File: src/rtl/instr_fetch_unit.sv
// instr_fetch_unit: fetch stage of the SOIN-RV core.
// Issues in-order word reads to instruction memory and buffers the returned
// words in a prefetch FIFO. It presents {PC, instruction} to decode over a
// valid/ready handshake. A redirect flushes the FIFO and discards any responses
// still in flight.
//
// Ports:
//   i_Clk, i_Rst               clock, synchronous active-high reset
//   o_IMemReq/o_IMemAddr       read request and word-aligned address
//   i_IMemGnt                  request accepted this cycle
//   i_IMemRValid/i_IMemRData   in-order read response, at most one per cycle
//   i_Redirect/i_RedirectPc    redirect from branch/jump resolution
//   o_InstrValid/o_Instruction/o_InstrPc/i_InstrReady   decode handshake
//   o_FetchFault               misaligned redirect fault
//
// Optional feature: define FETCH_MISALIGN_CHECK_EN to enable the FAULT state.
// In that build a misaligned redirect target raises o_FetchFault and stops
// fetching. Without the macro, the low two bits of the redirect target are
// ignored and o_FetchFault is tied 0.
module instr_fetch_unit #(
  parameter int unsigned FIFO_DEPTH = 2,
  parameter logic [31:0] RESET_PC   = 32'h0000_0000
) (
  input  logic        i_Clk,
  input  logic        i_Rst,
  output logic        o_IMemReq,
  output logic [31:0] o_IMemAddr,
  input  logic        i_IMemGnt,
  input  logic        i_IMemRValid,
  input  logic [31:0] i_IMemRData,
  input  logic        i_Redirect,
  input  logic [31:0] i_RedirectPc,
  output logic        o_InstrValid,
  output logic [31:0] o_Instruction,
  output logic [31:0] o_InstrPc,
  input  logic        i_InstrReady,
  output logic        o_FetchFault
);

  localparam int unsigned AW = (FIFO_DEPTH > 1) ? $clog2(FIFO_DEPTH) : 1;
  localparam int unsigned CW = $clog2(FIFO_DEPTH + 1);
  localparam int unsigned SW = CW + 1;

  localparam logic [0:0] ST_FETCH = 1'b0;
`ifdef FETCH_MISALIGN_CHECK_EN
  localparam logic [0:0] ST_FAULT = 1'b1;
`endif

  logic [0:0]    state, state_n;
  logic [31:0]   fetch_pc, fetch_pc_n;
  logic [31:0]   resp_pc, resp_pc_n;
  logic [CW-1:0] outst, outst_n;
  logic [CW-1:0] drop_cnt, drop_n;
  logic [CW-1:0] count, count_n;
  logic [AW-1:0] rd_ptr, rd_ptr_n;
  logic [AW-1:0] wr_ptr, wr_ptr_n;
  logic          req_q, req_n;
  logic          valid_q, valid_n;
  logic [63:0]   mem [FIFO_DEPTH];
  logic [63:0]   head;
  logic          gnt_acc, rv_acc, push, pop;
  logic [31:0]   tgt;
`ifdef FETCH_MISALIGN_CHECK_EN
  logic          misalign;
  logic          fault_q, fault_n;
`endif

  // Next-state logic: redirect wins over all normal fetch/response/pop updates.
  always_comb begin
    state_n    = state;
    fetch_pc_n = fetch_pc;
    resp_pc_n  = resp_pc;
    drop_n     = drop_cnt;
    count_n    = count;
    rd_ptr_n   = rd_ptr;
    wr_ptr_n   = wr_ptr;
    push       = 1'b0;
    gnt_acc    = req_q & i_IMemGnt;
    // A response with nothing outstanding is a protocol error and is ignored.
    rv_acc     = i_IMemRValid & (outst != '0);
    pop        = valid_q & i_InstrReady;
    outst_n    = outst + CW'(gnt_acc) - CW'(rv_acc);
`ifdef FETCH_MISALIGN_CHECK_EN
    tgt      = i_RedirectPc;
    misalign = (tgt[1:0] != 2'b00);
`else
    tgt      = i_RedirectPc & 32'hFFFF_FFFC;
`endif

    if (i_Redirect) begin
      // Every response still owed after this cycle belongs to the old path.
      count_n    = '0;
      rd_ptr_n   = '0;
      wr_ptr_n   = '0;
      fetch_pc_n = tgt;
      resp_pc_n  = tgt;
      drop_n     = outst_n;
`ifdef FETCH_MISALIGN_CHECK_EN
      state_n    = misalign ? ST_FAULT : ST_FETCH;
`endif
    end else begin
      if (gnt_acc) fetch_pc_n = fetch_pc + 32'd4;
      if (rv_acc) begin
        if (drop_cnt != '0) begin
          drop_n = drop_cnt - CW'(1);
        end else begin
          push      = 1'b1;
          resp_pc_n = resp_pc + 32'd4;
        end
      end
      if (push) wr_ptr_n = wr_ptr + AW'(1);
      if (pop)  rd_ptr_n = rd_ptr + AW'(1);
      count_n = count + CW'(push) - CW'(pop);
    end

    // Credit rule: buffered words plus owed responses never exceed the FIFO.
    req_n   = (state_n == ST_FETCH) &&
              ((SW'(count_n) + SW'(outst_n)) < SW'(FIFO_DEPTH));
    valid_n = (count_n != '0);
`ifdef FETCH_MISALIGN_CHECK_EN
    fault_n = (state_n == ST_FAULT);
`endif
  end

  // State and FIFO storage registers.
  always_ff @(posedge i_Clk) begin
    if (i_Rst) begin
      state    <= ST_FETCH;
      fetch_pc <= RESET_PC;
      resp_pc  <= RESET_PC;
      outst    <= '0;
      drop_cnt <= '0;
      count    <= '0;
      rd_ptr   <= '0;
      wr_ptr   <= '0;
      req_q    <= 1'b0;
      valid_q  <= 1'b0;
      for (int i = 0; i < int'(FIFO_DEPTH); i++) mem[i] <= '0;
`ifdef FETCH_MISALIGN_CHECK_EN
      fault_q  <= 1'b0;
`endif
    end else begin
      state    <= state_n;
      fetch_pc <= fetch_pc_n;
      resp_pc  <= resp_pc_n;
      outst    <= outst_n;
      drop_cnt <= drop_n;
      count    <= count_n;
      rd_ptr   <= rd_ptr_n;
      wr_ptr   <= wr_ptr_n;
      req_q    <= req_n;
      valid_q  <= valid_n;
      if (push) mem[wr_ptr] <= {resp_pc, i_IMemRData};
`ifdef FETCH_MISALIGN_CHECK_EN
      fault_q  <= fault_n;
`endif
    end
  end

  assign head          = mem[rd_ptr];
  assign o_IMemReq     = req_q;
  assign o_IMemAddr    = fetch_pc;
  assign o_InstrValid  = valid_q;
  assign o_InstrPc     = head[63:32];
  assign o_Instruction = head[31:0];
`ifdef FETCH_MISALIGN_CHECK_EN
  assign o_FetchFault  = fault_q;
`else
  assign o_FetchFault  = 1'b0;
`endif

endmodule

File: config.mk
export PLATFORM = sky130hd
export DESIGN_NAME = instr_fetch_unit
export DESIGN_NICKNAME = d
export VERILOG_FILES = /design/src/rtl/instr_fetch_unit.sv
export SDC_FILE = /design/constraint.sdc
export NUM_CORES = 1
export LEC_CHECK = 0
export CAP_MARGIN = 0
export CELL_PAD_IN_SITES_DETAIL_PLACEMENT = 0
export CELL_PAD_IN_SITES_GLOBAL_PLACEMENT = 1
export CORE_ASPECT_RATIO = 0.5
export CORE_MARGIN = 5
export CORE_UTILIZATION = 45
export DETAILED_ROUTE_END_ITERATION = 8
export PLACE_DENSITY = 0.94
export SLEW_MARGIN = 20
export SYNTH_ARGS = -nofsm -noshare
export SYNTH_HDL_FRONTEND = slang
export SYNTH_SLANG_ARGS = --single-unit
File: constraint.sdc
create_clock -name i_Clk -period 5.1 [get_ports i_Clk]
set_clock_uncertainty 0.05 [all_clocks]
set_input_delay 1.02 -clock i_Clk [delete_from_list [all_inputs] [get_ports i_Clk]]
set_output_delay 1.02 -clock i_Clk [all_outputs]
set_load 0.01 [all_outputs]
=== Yosys cells after proc, flatten, opt, wreduce, memory -nomap -nowiden ===
Memory sizes are Yosys's and may differ from the RTL's. A register that Yosys moved wholly into a read port is not among the register bits.
Cells that the tools add are included.
W data, S select, Z words.

* Bits in registers: 74
* Memory bits (writable): 128
* Memories: 1
* Input port bits: 70

{| class="wikitable"
|+ Memories
! name !! depth !! width !! rd ports !! clocked after Yosys merged registers in !! wr ports !! line !! text
|-
| mem || 2 || 64 || 1 || 1 || 2 || 59 || <nowiki>logic [63:0] mem [FIFO_DEPTH];</nowiki>
|}

* Magnitude comparators: 1
* Reductions and logical operators: 11
* Add/subtract/negate cells: 10
* Multiplexer cells: 23
* Eq/ne operators: 1
* Bitwise gates (word level): 4

{| class="wikitable"
|+ Operators by type and width
! kind !! number
|-
| $mux W32 || 5
|-
| $add A32 B3 Y32 const B || 2
|-
| $mux W64 || 1
|-
| $reduce_or A64 Y1 || 1
|-
| $mux W1 || 13
|-
| $reduce_bool A2 Y1 || 6
|-
| $mux W2 || 4
|-
| $reduce_and A2 Y1 || 3
|-
| $add A2 B1 Y2 || 2
|-
| $sub A2 B1 Y2 || 2
|-
| $add A2 B2 Y3 || 1
|-
| $and A1 B1 Y1 || 3
|-
| $lt A3 B2 Y1 const B || 1
|-
| $add A1 B1 Y1 const B || 2
|-
| $ne A2 B2 Y1 const B || 1
|-
| $reduce_or A2 Y1 || 1
|-
| $sub A2 B1 Y2 const B || 1
|-
| $not A1 Y1 || 1
|}

=== Logic depth before layout (Yosys ltp) ===
Gate-level depths: netlist (run 1).

* Word-level depth: 10
* Gate-level depth with buffers: 12

=== Worst setup path after synthesis (run 1) ===
Ideal clock, no wire load.

* Path type: in2reg
* Start: in i_Redirect
* End: mem mem[0][0], enable pin
* Stages: 3
* Data required time: 4.657 ns
* Data arrival time: 2.767 ns
* Path buffers: 1
* Slack: 1.890 ns
* Setup time: 0.393 ns
* Path through: clkbuf_8 nor4_1 or2_2

{| class="wikitable"
|+ RTL lines
! item !! line !! text
|-
| start, declared || 31 || <nowiki>input logic i_Redirect,</nowiki>
|-
| end, declared || 59 ||
|}

==> results of run 1 <==
[state kept, by name (all words and copies together), names as in the netlist, named ones only]
register and count:
o_InstrValid 1, outst 2, mem 124, rd_ptr 1
count 2, o_IMemReq 1, wr_ptr 1, resp_pc 30
o_IMemAddr 30, drop_cnt 2
[stage by stage]
| stage | setup slack [ns] | hold WS, ns | area [sq um] | std cells |
|---|---|---|---|---|
| 6_report | 1.68 | 0.520 | 11800 | 1263 |
| 5_1_grt | 1.57 | 0.561 | 11800 | 1263 |
| 4_1_cts | 1.64 | 0.526 | 11800 | 1263 |
| 3_5_place_dp | 1.39 | 0.507 | 11300 | 1231 |
| 3_3_place_gp | 1.46 | 0.484 | 11300 | 1231 |
| 2_1_floorplan | 1.89 | 0.446 | 9470 | 840 |
[kinds of logic (layout without fill, tap and decap cells)]
logic type	Yosys count	after routing	share of synthesized area
mux	64	64	0.0759
simple gates	335	335	0.210
buf+inv	85	235	0.0401
other cells	1	5	0.000396
fa+ha+maj	8	8	0.0114
compound gates	124	124	0.0963
xor+xnor	24	24	0.0222
flops	195	195	0.544
[routing by layer]
layer / part of all wire / wire (microns) / up-vias
li1: - / - / 3345
met1: 0.45 / 10600 / 3440
met2: 0.48 / 11500 / 174
met3: 0.055 / 1310 / 33
met4: 0.015 / 359 / 0
met5: 0 / 0 / -
[how the worst max path moves through the flow]
| stage | startpoint | endpoint | slack (ns) |
|---|---|---|---|
| global placement | i_IMemRValid | o_IMemReq | 1.46 |
| detailed placement | i_IMemRValid | mem[1][16] | 1.39 |
| CTS | flip-flop | o_InstrPc[16] | 1.64 |
| floorplan | i_Redirect | mem[0][0] | 1.89 |
| finish | flip-flop | o_InstrPc[26] | 1.68 |
| global route | flip-flop | o_InstrPc[14] | 1.57 |
[power by group through the flow]
stage / combinational, uW / clock [uW] / sequential (uW)
2_1_floorplan: 310 / 0 / 1890
3_3_place_gp: 561 / 0 / 1900
3_5_place_dp: 569 / 0 / 1910
4_1_cts: 574 / 1310 / 1880
5_1_grt: 625 / 1390 / 1890
6_report: 568 / 1300 / 1880
[critical path: stages (launching register included)]
cell and delay [ns]:
dfxtp_2 0.31, buf_4 0.64, mux2_2 0.42, clkdlybuf4s50_1 0.51
[cell type report]
class	count	area, sq um
timing repair buffer	173	1700
clock buffer	17	425
clock inverter	15	134
multi-input combinational	560	3970
inverter	30	113
sequential	195	5150
fill	1704	8770
tap	273	342
[layout by cell type (no fill, tap or decap), drive strengths merged, types with 6 or more instances in the layout]
cell type / instances
buf: 13
xor2: 13
o21a: 8
nor2: 29
nor4: 18
nor3: 23
a311oi: 6
nand3: 18
and2: 129
a211oi: 16
and4: 17
nand4: 27
a21oi: 24
clkinv: 7
clkdlybuf4s50: 160
nor2b: 10
o31a: 15
inv: 33
xnor2: 11
or4: 6
nand2: 28
o21ai: 6
o21bai: 10
clkbuf: 17
dfxtp: 71
edfxtp: 124
and3: 11
a21boi: 16
ha: 7
mux2: 62
==> flow_summary_export.csv, run 1 <==
group,metric,value,unit
outcome,outcome,"finished, final reports clean",
routing,wl_per_cell,18.8,microns
routing,vias,6992,
worst_setup_path,rr_endpoint,"o_IMemReq",
timing,setup_violations,0,
synthesis,synthFlopType,"edfxtp_1",
synthesis,synth-edff-count,124,
min_path,hp-start,"o_IMemAddr[28]",
cts,clock_latency,0.43,ns
global_routing,top_usage_layer,"met2",
cts,cts_setup_buffers,0,
power_and_ir_drop,vdd_drop_max,0.000229,V
timing,grt_setup_unrepaired,"false",
synthesis,yosysWarnings,0,
worst_setup_path,rrSetupSlack,2.36,ns
cells_and_area,area_growth,25.0,%
global_routing,grt_usage,0.195,
routing,drtPass1Iterations,5,
floorplanning,dieHeight,113,microns
timing,maxSlewViolCount,0,
cells_and_area,nNetsFinal,1055,
cts,ctsHoldBuffers,0,
timing,final.setup.tns,0,ns
cells_and_area,final_util,0.574,
synthesis,synth_top_area_frac,0.394,
cts,clock_tree.buffer_depth,2,
routing,route.detailed.drc,0,
cts,cts_sinks,195,
global_routing,grtUsageMet1,0.258,
global_routing,grt_util_met3,0.0466,
placed_design,dp_hpwl,16400,microns
synthesis,yosysTopAreaCell,"edfxtp_1",
floorplanning,coreArea,0.0206,sq mm
timing,max_clock_freq,0.292,GHz
synthesis,yosysSeqAreaShare,0.544,
synthesis,synthTopCellsByCount,"128 x and2_1, 124 x edfxtp_1, 71 x dfxtp_1",
power_and_ir_drop,p_switching,984,uW
timing,tightest_slew,0.982,ns
worst_setup_path,worstPathMaxFanout,62,
power_and_ir_drop,p_per_area,316,mW/mm^2
floorplanning,start_util,0.459,
synthesis,synth.most_common_cell,"and2_1",
synthesis,syn_area_per_cell,11.3,sq um
worst_setup_path,setup.worst_path.end_class,"output pin",
worst_setup_path,worstPathArrival,2.35,ns
routing,antenna_left,0,
cells_and_area,drive_above_1_share,0.124,
placed_design,gp_congestion,0.846,
cts,cts_tree,"built",
run,drv_cap,0,
global_routing,grt_pass1_wl,38100,microns
routing,drt_iter0_drc,552,
cts,cts-htree-levels,4,
worst_setup_path,r2r_start,"drop_cnt[0]",
floorplanning,die-area,0.0242,sq mm
power_and_ir_drop,p_clk_frac,0.347,
worst_setup_path,reg2reg_depth,12,
synthesis,synth_area_leaders,"edfxtp_1 39%, dfxtp_1 15%, and2_1 8.5%",
synthesis,async_reset_ff_frac,0,
cts,cts_resized,0,
synthesis,netlist_instances,836,
power_and_ir_drop,pwr-share-comb,0.152,
min_path,whs_path_depth,2,
synthesis,synth_area,0.00946,sq mm
cts,clk_pin_slew_worst_paths,0.07,ns
timing,period_needed,3.42,ns
power_and_ir_drop,sw_frac_of_total,0.263,
worst_setup_path,critPathLaunchType,"flip-flop",
global_routing,first_global_vias,6994,
routing,totalWireLength,23800,microns
global_routing,met2_usage,0.330,
routing,vias_per_cell,5.54,
global_routing,grt_max_degree,63,
power_and_ir_drop,p_seq_frac,0.502,
power_and_ir_drop,p_int,2760,uW
power_and_ir_drop,p_leak,0.00424,uW
global_routing,grt_overflow,0,
global_routing,antenna_found_initial,0,
synthesis,ys_ff_latch,195,
worst_setup_path,cp.required,4.03,ns
power_and_ir_drop,p_total,3740,uW
timing,slew_headroom,0.339,
timing,post-route-period-util,0.671,
cts,cts_buffers,17,
floorplanning,die_x,215,microns
placed_design,numPortBuffers,161,
worst_setup_path,crit_type,"reg -> out",
min_path,hold_end,"o_IMemAddr[28]",
cells_and_area,n_antenna_cell,0,
min_path,worstHoldPathType,"reg -> reg",
synthesis,ys_types,61,
timing,hold_violations,0,
floorplanning,rows,37,
floorplanning,ios,169,
cts,cts-root-buf,"clkbuf_16",
Note: power is estimated with default switching activity, not from simulation.
==> run 2, diff against run 1 <==
--- a/config.mk
+++ b/config.mk
@@ -10,9 +10,9 @@
 export CELL_PAD_IN_SITES_GLOBAL_PLACEMENT = 1
 export CORE_ASPECT_RATIO = 0.5
 export CORE_MARGIN = 5
-export CORE_UTILIZATION = 45
+export CORE_UTILIZATION = 42
 export DETAILED_ROUTE_END_ITERATION = 8
-export PLACE_DENSITY = 0.94
+export PLACE_DENSITY = 0.89
 export SLEW_MARGIN = 20
 export SYNTH_ARGS = -nofsm -noshare
 export SYNTH_HDL_FRONTEND = slang
==> constraint.sdc (replaced) <==
create_clock -name i_Clk -period 3.5 [get_ports i_Clk]
set_clock_uncertainty 0.05 [all_clocks]
set_input_delay 0.7 -clock i_Clk [delete_from_list [all_inputs] [get_ports i_Clk]]
set_output_delay 0.7 -clock i_Clk [all_outputs]
set_load 0.01 [all_outputs]
==> flow_summary_export.csv, run 2 (synthesis gave the netlist of run 1 again) <==
group,metric,value,unit
routing,antenna_left,0,
placed_design,gp_congestion,0.856,
routing,drtPass1Iterations,5,
floorplanning,ios,169,
min_path,worstHoldPathType,"reg -> reg",
cts,clock_tree.buffer_depth,2,
floorplanning,start_util,0.431,
floorplanning,die-area,0.0258,sq mm
power_and_ir_drop,p_per_area,463,mW/mm^2
cts,cts-htree-levels,4,
min_path,whs_path_depth,2,
placed_design,dp_hpwl,16000,microns
cts,clock_latency,0.43,ns
cells_and_area,n_antenna_cell,0,
cts,cts_buffers,17,
run,drv_cap,0,
worst_setup_path,crit_type,"reg -> out",
routing,vias_per_cell,5.42,
global_routing,grt_usage,0.179,
routing,totalWireLength,23400,microns
floorplanning,die_x,222,microns
power_and_ir_drop,p_leak,0.00428,uW
cts,cts_resized,0,
timing,max_clock_freq,0.323,GHz
worst_setup_path,reg2reg_depth,12,
power_and_ir_drop,vdd_drop_max,0.000253,V
timing,maxSlewViolCount,0,
cts,cts_setup_buffers,0,
timing,post-route-period-util,0.884,
cells_and_area,regArea,0.00515,sq mm
cells_and_area,final_util,0.545,
routing,drt_iter0_drc,528,
floorplanning,dieHeight,116,microns
global_routing,grt_overflow,0,
cts,cts-root-buf,"clkbuf_16",
cells_and_area,fillCellCount,1849,
cts,cts_tree,"built",
cells_and_area,nNetsFinal,1057,
routing,wl_per_cell,18.1,microns
cells_and_area,largest_reg_flops,124,
cells_and_area,regMostFlops,"mem",
timing,setup_violations,0,
cells_and_area,most-common-layout-cells,"159 x clkdlybuf4s50_1, 128 x and2_1, 124 x edfxtp_1",
global_routing,antenna_found_initial,0,
worst_setup_path,cp.required,2.75,ns
timing,period_needed,3.09,ns
cells_and_area,drive_above_1_share,0.125,
global_routing,grt_max_degree,82,
global_routing,first_global_vias,6900,
timing,final.setup.tns,0,ns
cells_and_area,multi_input_area,0.00396,sq mm
cts,cts_sinks,195,
timing,slew_headroom,0.514,
worst_setup_path,setup.worst_path.end_class,"output pin",
global_routing,grt_pass1_wl,36700,microns
timing,hold_violations,0,
worst_setup_path,critPathLaunchType,"flip-flop",
cells_and_area,area_growth,26.2,%
floorplanning,rows,38,
placed_design,numPortBuffers,161,
routing,vias,6999,
worst_setup_path,worstPathMaxFanout,42,
cells_and_area,layout_commonest_cell,"clkdlybuf4s50_1",
outcome,outcome,"finished, final reports clean",
cts,clk_pin_slew_worst_paths,0.07,ns
floorplanning,coreArea,0.0219,sq mm
cts,ctsHoldBuffers,0,
worst_setup_path,worstPathArrival,2.34,ns
timing,tightest_slew,0.722,ns
routing,route.detailed.drc,0,
timing,grt_setup_unrepaired,"false",
==> run 2: cell count changes in the layout (fill, tap and decap cells not counted), sizes merged <==
cell,delta
clkinv,-3
buf,+3
clkdlybuf4s50,-1
bufinv,+1
clkbuf,+2
==> run 2: worst paths after layout <==
| kind | from | slack (ns) | endpoint |
|---|---|---|---|
| worst max-delay path | flip-flop | 0.41 | o_InstrPc[15] |
| worst min-delay path | o_IMemAddr[31] | 0.53 | o_IMemAddr[31] |
| worst max register to register | drop_cnt[0] | 0.99 | o_IMemReq |
| worst min register to register | o_IMemAddr[31] | 0.53 | o_IMemAddr[31] |
==> run 2: through the flow <==
stage / setup WS (ns) / hold WS [ns] / total power [uW] / area (sq um) / std cells
finish: 0.405 / 0.530 / 5520 / 11900 / 1292
global route: 0.263 / 0.560 / 5750 / 11900 / 1292
CTS: 0.325 / 0.529 / 5560 / 11900 / 1292
detailed placement: 0.400 / 0.512 / 3620 / 11400 / 1260
global placement: 0.392 / 0.500 / 3600 / 11400 / 1260
floorplan: 0.610 / 0.446 / 3200 / 9470 / 840
==> run 2: area by class of cell <==
type                    count  area share
repair buffers            175       0.147
clock inverters            13      0.0124
clock buffers              19      0.0363
inverters                  30     0.00943
well taps                 300      0.0314
multi-input cells         560       0.332
flip-flops and latches    195       0.431
==> run 2: critical path, stage by stage (launching register included) <==
cell and delay, ns:
dfxtp_2 0.69, buf_12 0.31, mux2_2 0.37, clkdlybuf4s50_1 0.53
==> run 2: layer usage <==
metal | vias to the layer above | routed length (microns) | global-route usage
li1 | 3358 | - | -
met1 | 3431 | 10400 | 0.233
met2 | 190 | 11500 | 0.310
met3 | 20 | 1240 | 0.0407
met4 | 0 | 252 | 0.0431
met5 | - | 0 | 0
==> run 2: power by group <==
part           internal [uW]  switching [uW]  leakage, uW
registers               2600             136      0.00187
clock network           1060             890     0.000271
logic                    438             396      0.00213
==> run 3, diff against run 2 <==
--- a/config.mk
+++ b/config.mk
@@ -17,3 +17,4 @@
 export SYNTH_ARGS = -nofsm -noshare
 export SYNTH_HDL_FRONTEND = slang
 export SYNTH_SLANG_ARGS = --single-unit
+export TNS_END_PERCENT = 1
==> results of run 3 <==
Same layout as run 2: the final DEF is identical, and so are final timing and power.
==> RTL edit, RTL diff (config.mk and constraints of run 3) <==
Build with the macro `FETCH_MISALIGN_CHECK_EN` defined.
--- a/src/rtl/instr_fetch_unit.sv
+++ b/src/rtl/instr_fetch_unit.sv
@@ -19,2 +19,4 @@
 // ignored and o_FetchFault is tied 0.
+`define FETCH_MISALIGN_CHECK_EN
+
 module instr_fetch_unit #(
Check against the original RTL: not equivalent (Yosys sat finds a counterexample within 4 cycles, from zero or initial values and one cycle with i_Rst high).
==> RTL edit against run 3 <==
Design area increased by 4.4%; synthesized area rose by 2.8%; maximum frequency is 8.1% higher; critical endpoint is now o_InstrPc[11]; routed wire length up 11%; total power is 8.8% higher; setup slack improved by 0.23 ns; critical path type unchanged; register-to-register slack got worse by 0.09 ns; global-route usage rose by 1.1 points; clock power rose by 19%; die area grew 2.7%; worst hold slack lost 0.12 ns; sequential power increased by 4%; sequential cell count increased by 9.
==> RTL edit: results (changes against run 3) <==
synthesis:
  synthArstFlopShare: 0  # unchanged
  yosys-top-cells-count: "edfxtp_1 (128), dfxtp_1 (76), and3_1 (70), and2_1 (65), mux2_2 (64)"
  yosys_warnings: 0  # unchanged
  ys_seq_area_frac: 0.552  # +0.00759
  synth-edff-count: 128  # +3.2%
  synth_cell_types: 64  # +4.9%
  yosys-top-cells-area: "edfxtp_1 (40%), dfxtp_1 (16%), mux2_2 (7.4%)"
  syn-num-nets: 936
  synth-main-ff-cell: "edfxtp_1"
grt:
  grt_max_degree: 76  # -7.3%
  grt_overflow_total: 0  # unchanged
  grt_pass1_vias: 7217  # +4.6%
  grt_pass1_wl_um: 41200  # +12%
  grt_util_all_layers: 0.190  # +0.0109
  antenna_found_initial: 0  # unchanged
cells_and_area:
  diodes: 0  # unchanged
  drive_above_1_share: 0.133  # +0.00833
  nFillCells: 1940  # +4.9%
  num-nets-final: 1084  # +2.6%
  top_register: "mem"
  largest_register_ffs: 128  # +3.2%
routing:
  wire_per_inst_um: 19.5  # +7.8%
  first_pass_iters: 5  # unchanged
  drtIter0Drc: 777  # +47%
  vias: 7490  # +7.0%
min_path:
  min_path_type: "reg2reg"
pwr:
  leakagePower_nw: 4.57  # +7.0%
  peakVddDrop_mv: 0.253  # -0.12%
  switching_power_mw: 1.48  # +4.4%
status:
  status: "finished clean"
clock_tree:
  clock-root-buffer: "clkbuf_16"
  cts_buffers: 20  # +3
  postCtsSetupBuffers: 0  # unchanged
  worstSkewPairLatency_ns: 0.50  # +0.07 ns
  clk_pin_slew_ns: 0.07  # about the same
  clock_path_buffers: 3  # +1
  ctsResizeCount: 0  # unchanged
  htree_levels: 1  # -3
run:
  drv_cap: 0  # unchanged
placed_design:
  place_congestion: 0.883  # +3.2%
  hpwlAfterDp_um: 17600  # +10%
  portBuffers: 168  # +4.3%
worst_setup_path:
  crit_family: "buffers and inverters"
  cp_max_fo: 64  # +52%
  slowest_stage: "clkdlybuf4s50_1"
  crit_arrival_ns: 2.11  # -0.23 ns
  slowest_delay_ns: 0.50  # -0.19 ns
sta:
  tightest_slew_ns: 0.759  # +0.0368 ns
-- RTL edit: worst reg2reg max path, stage by stage, from the launching register on --
cell,delay (ns)
dfxtp_1,0.32
inv_1,0.06
ha_1,0.19
o211a_4,0.26
inv_2,0.05
buf_4,0.21
or4_1,0.69
or4_1,0.52
a31oi_1,0.16
-- RTL edit: final cells by class --
cell class | instances | area [µm²] | share of cell area
Inverter | 15 | 56.3 | 0.00452
Sequential cell | 204 | 5370 | 0.431
Tap cell | 307 | 384 | 0.0308
Clock buffer | 23 | 533 | 0.0428
Clock inverter | 13 | 171 | 0.0138
Multi-Input combinational cell | 575 | 4040 | 0.324
Timing Repair Buffer | 190 | 1910 | 0.153
-- RTL edit: kinds of logic (layout without fill, tap and decap cells) --
group	count (synthesis)	after routing	synth area share
buffers and inverters	79	241	0.0343
xor gates and xnor gates	26	26	0.0234
adders and majority gates	8	8	0.0111
and+or+nand+nor	337	337	0.205
DFF	204	204	0.552
AOI/OAI and AO/OA	139	139	0.0994
muxes	65	65	0.0751
-- RTL edit: power groups by stage --
| stage | Clock [mW] | Sequential, mW | Combinational, mW |
|---|---|---|---|
| after floorplan | 0 | 2.85 | 0.438 |
| after global placement | 0 | 2.88 | 0.832 |
| after detailed placement | 0 | 2.89 | 0.845 |
| after CTS | 2.38 | 2.84 | 0.850 |
| after global routing | 2.49 | 2.86 | 0.908 |
| final | 2.33 | 2.84 | 0.842 |
-- RTL edit: metal layers --
metal / GRT usage / wire [µm] / vias to the layer above / share of wire
met3: 0.0334 / 1730 / 41 / 0.067
met4: 0.0370 / 435 / 0 / 0.017
met1: 0.272 / 11500 / 3647 / 0.44
li1: - / - / 3538 / -
met2: 0.306 / 12200 / 264 / 0.47
met5: 0 / 0 / - / 0
-- RTL edit: path summary, 6_finish.rpt --
kind,start,to,slack (ns),cells after the start
max,flip-flop,o_InstrPc[11],0.64,3
min,o_IMemAddr[0],o_IMemAddr[0],0.41,2
max reg2reg,drop_cnt[0],resp_pc[21],0.90,8
min reg2reg,o_IMemAddr[0],o_IMemAddr[0],0.41,2
-- RTL edit: metrics by stage --
| stage | instance area, µm² | std cells | setup WS, ns |
|---|---|---|---|
| 5_1_grt | 12500 | 1327 | 0.569 |
| 3_5_place_dp | 11800 | 1291 | 0.248 |
| 6_report | 12500 | 1327 | 0.638 |
| 2_1_floorplan | 9730 | 858 | 0.293 |
| 3_3_place_gp | 11800 | 1291 | 0.311 |
| 4_1_cts | 12500 | 1327 | 0.607 |
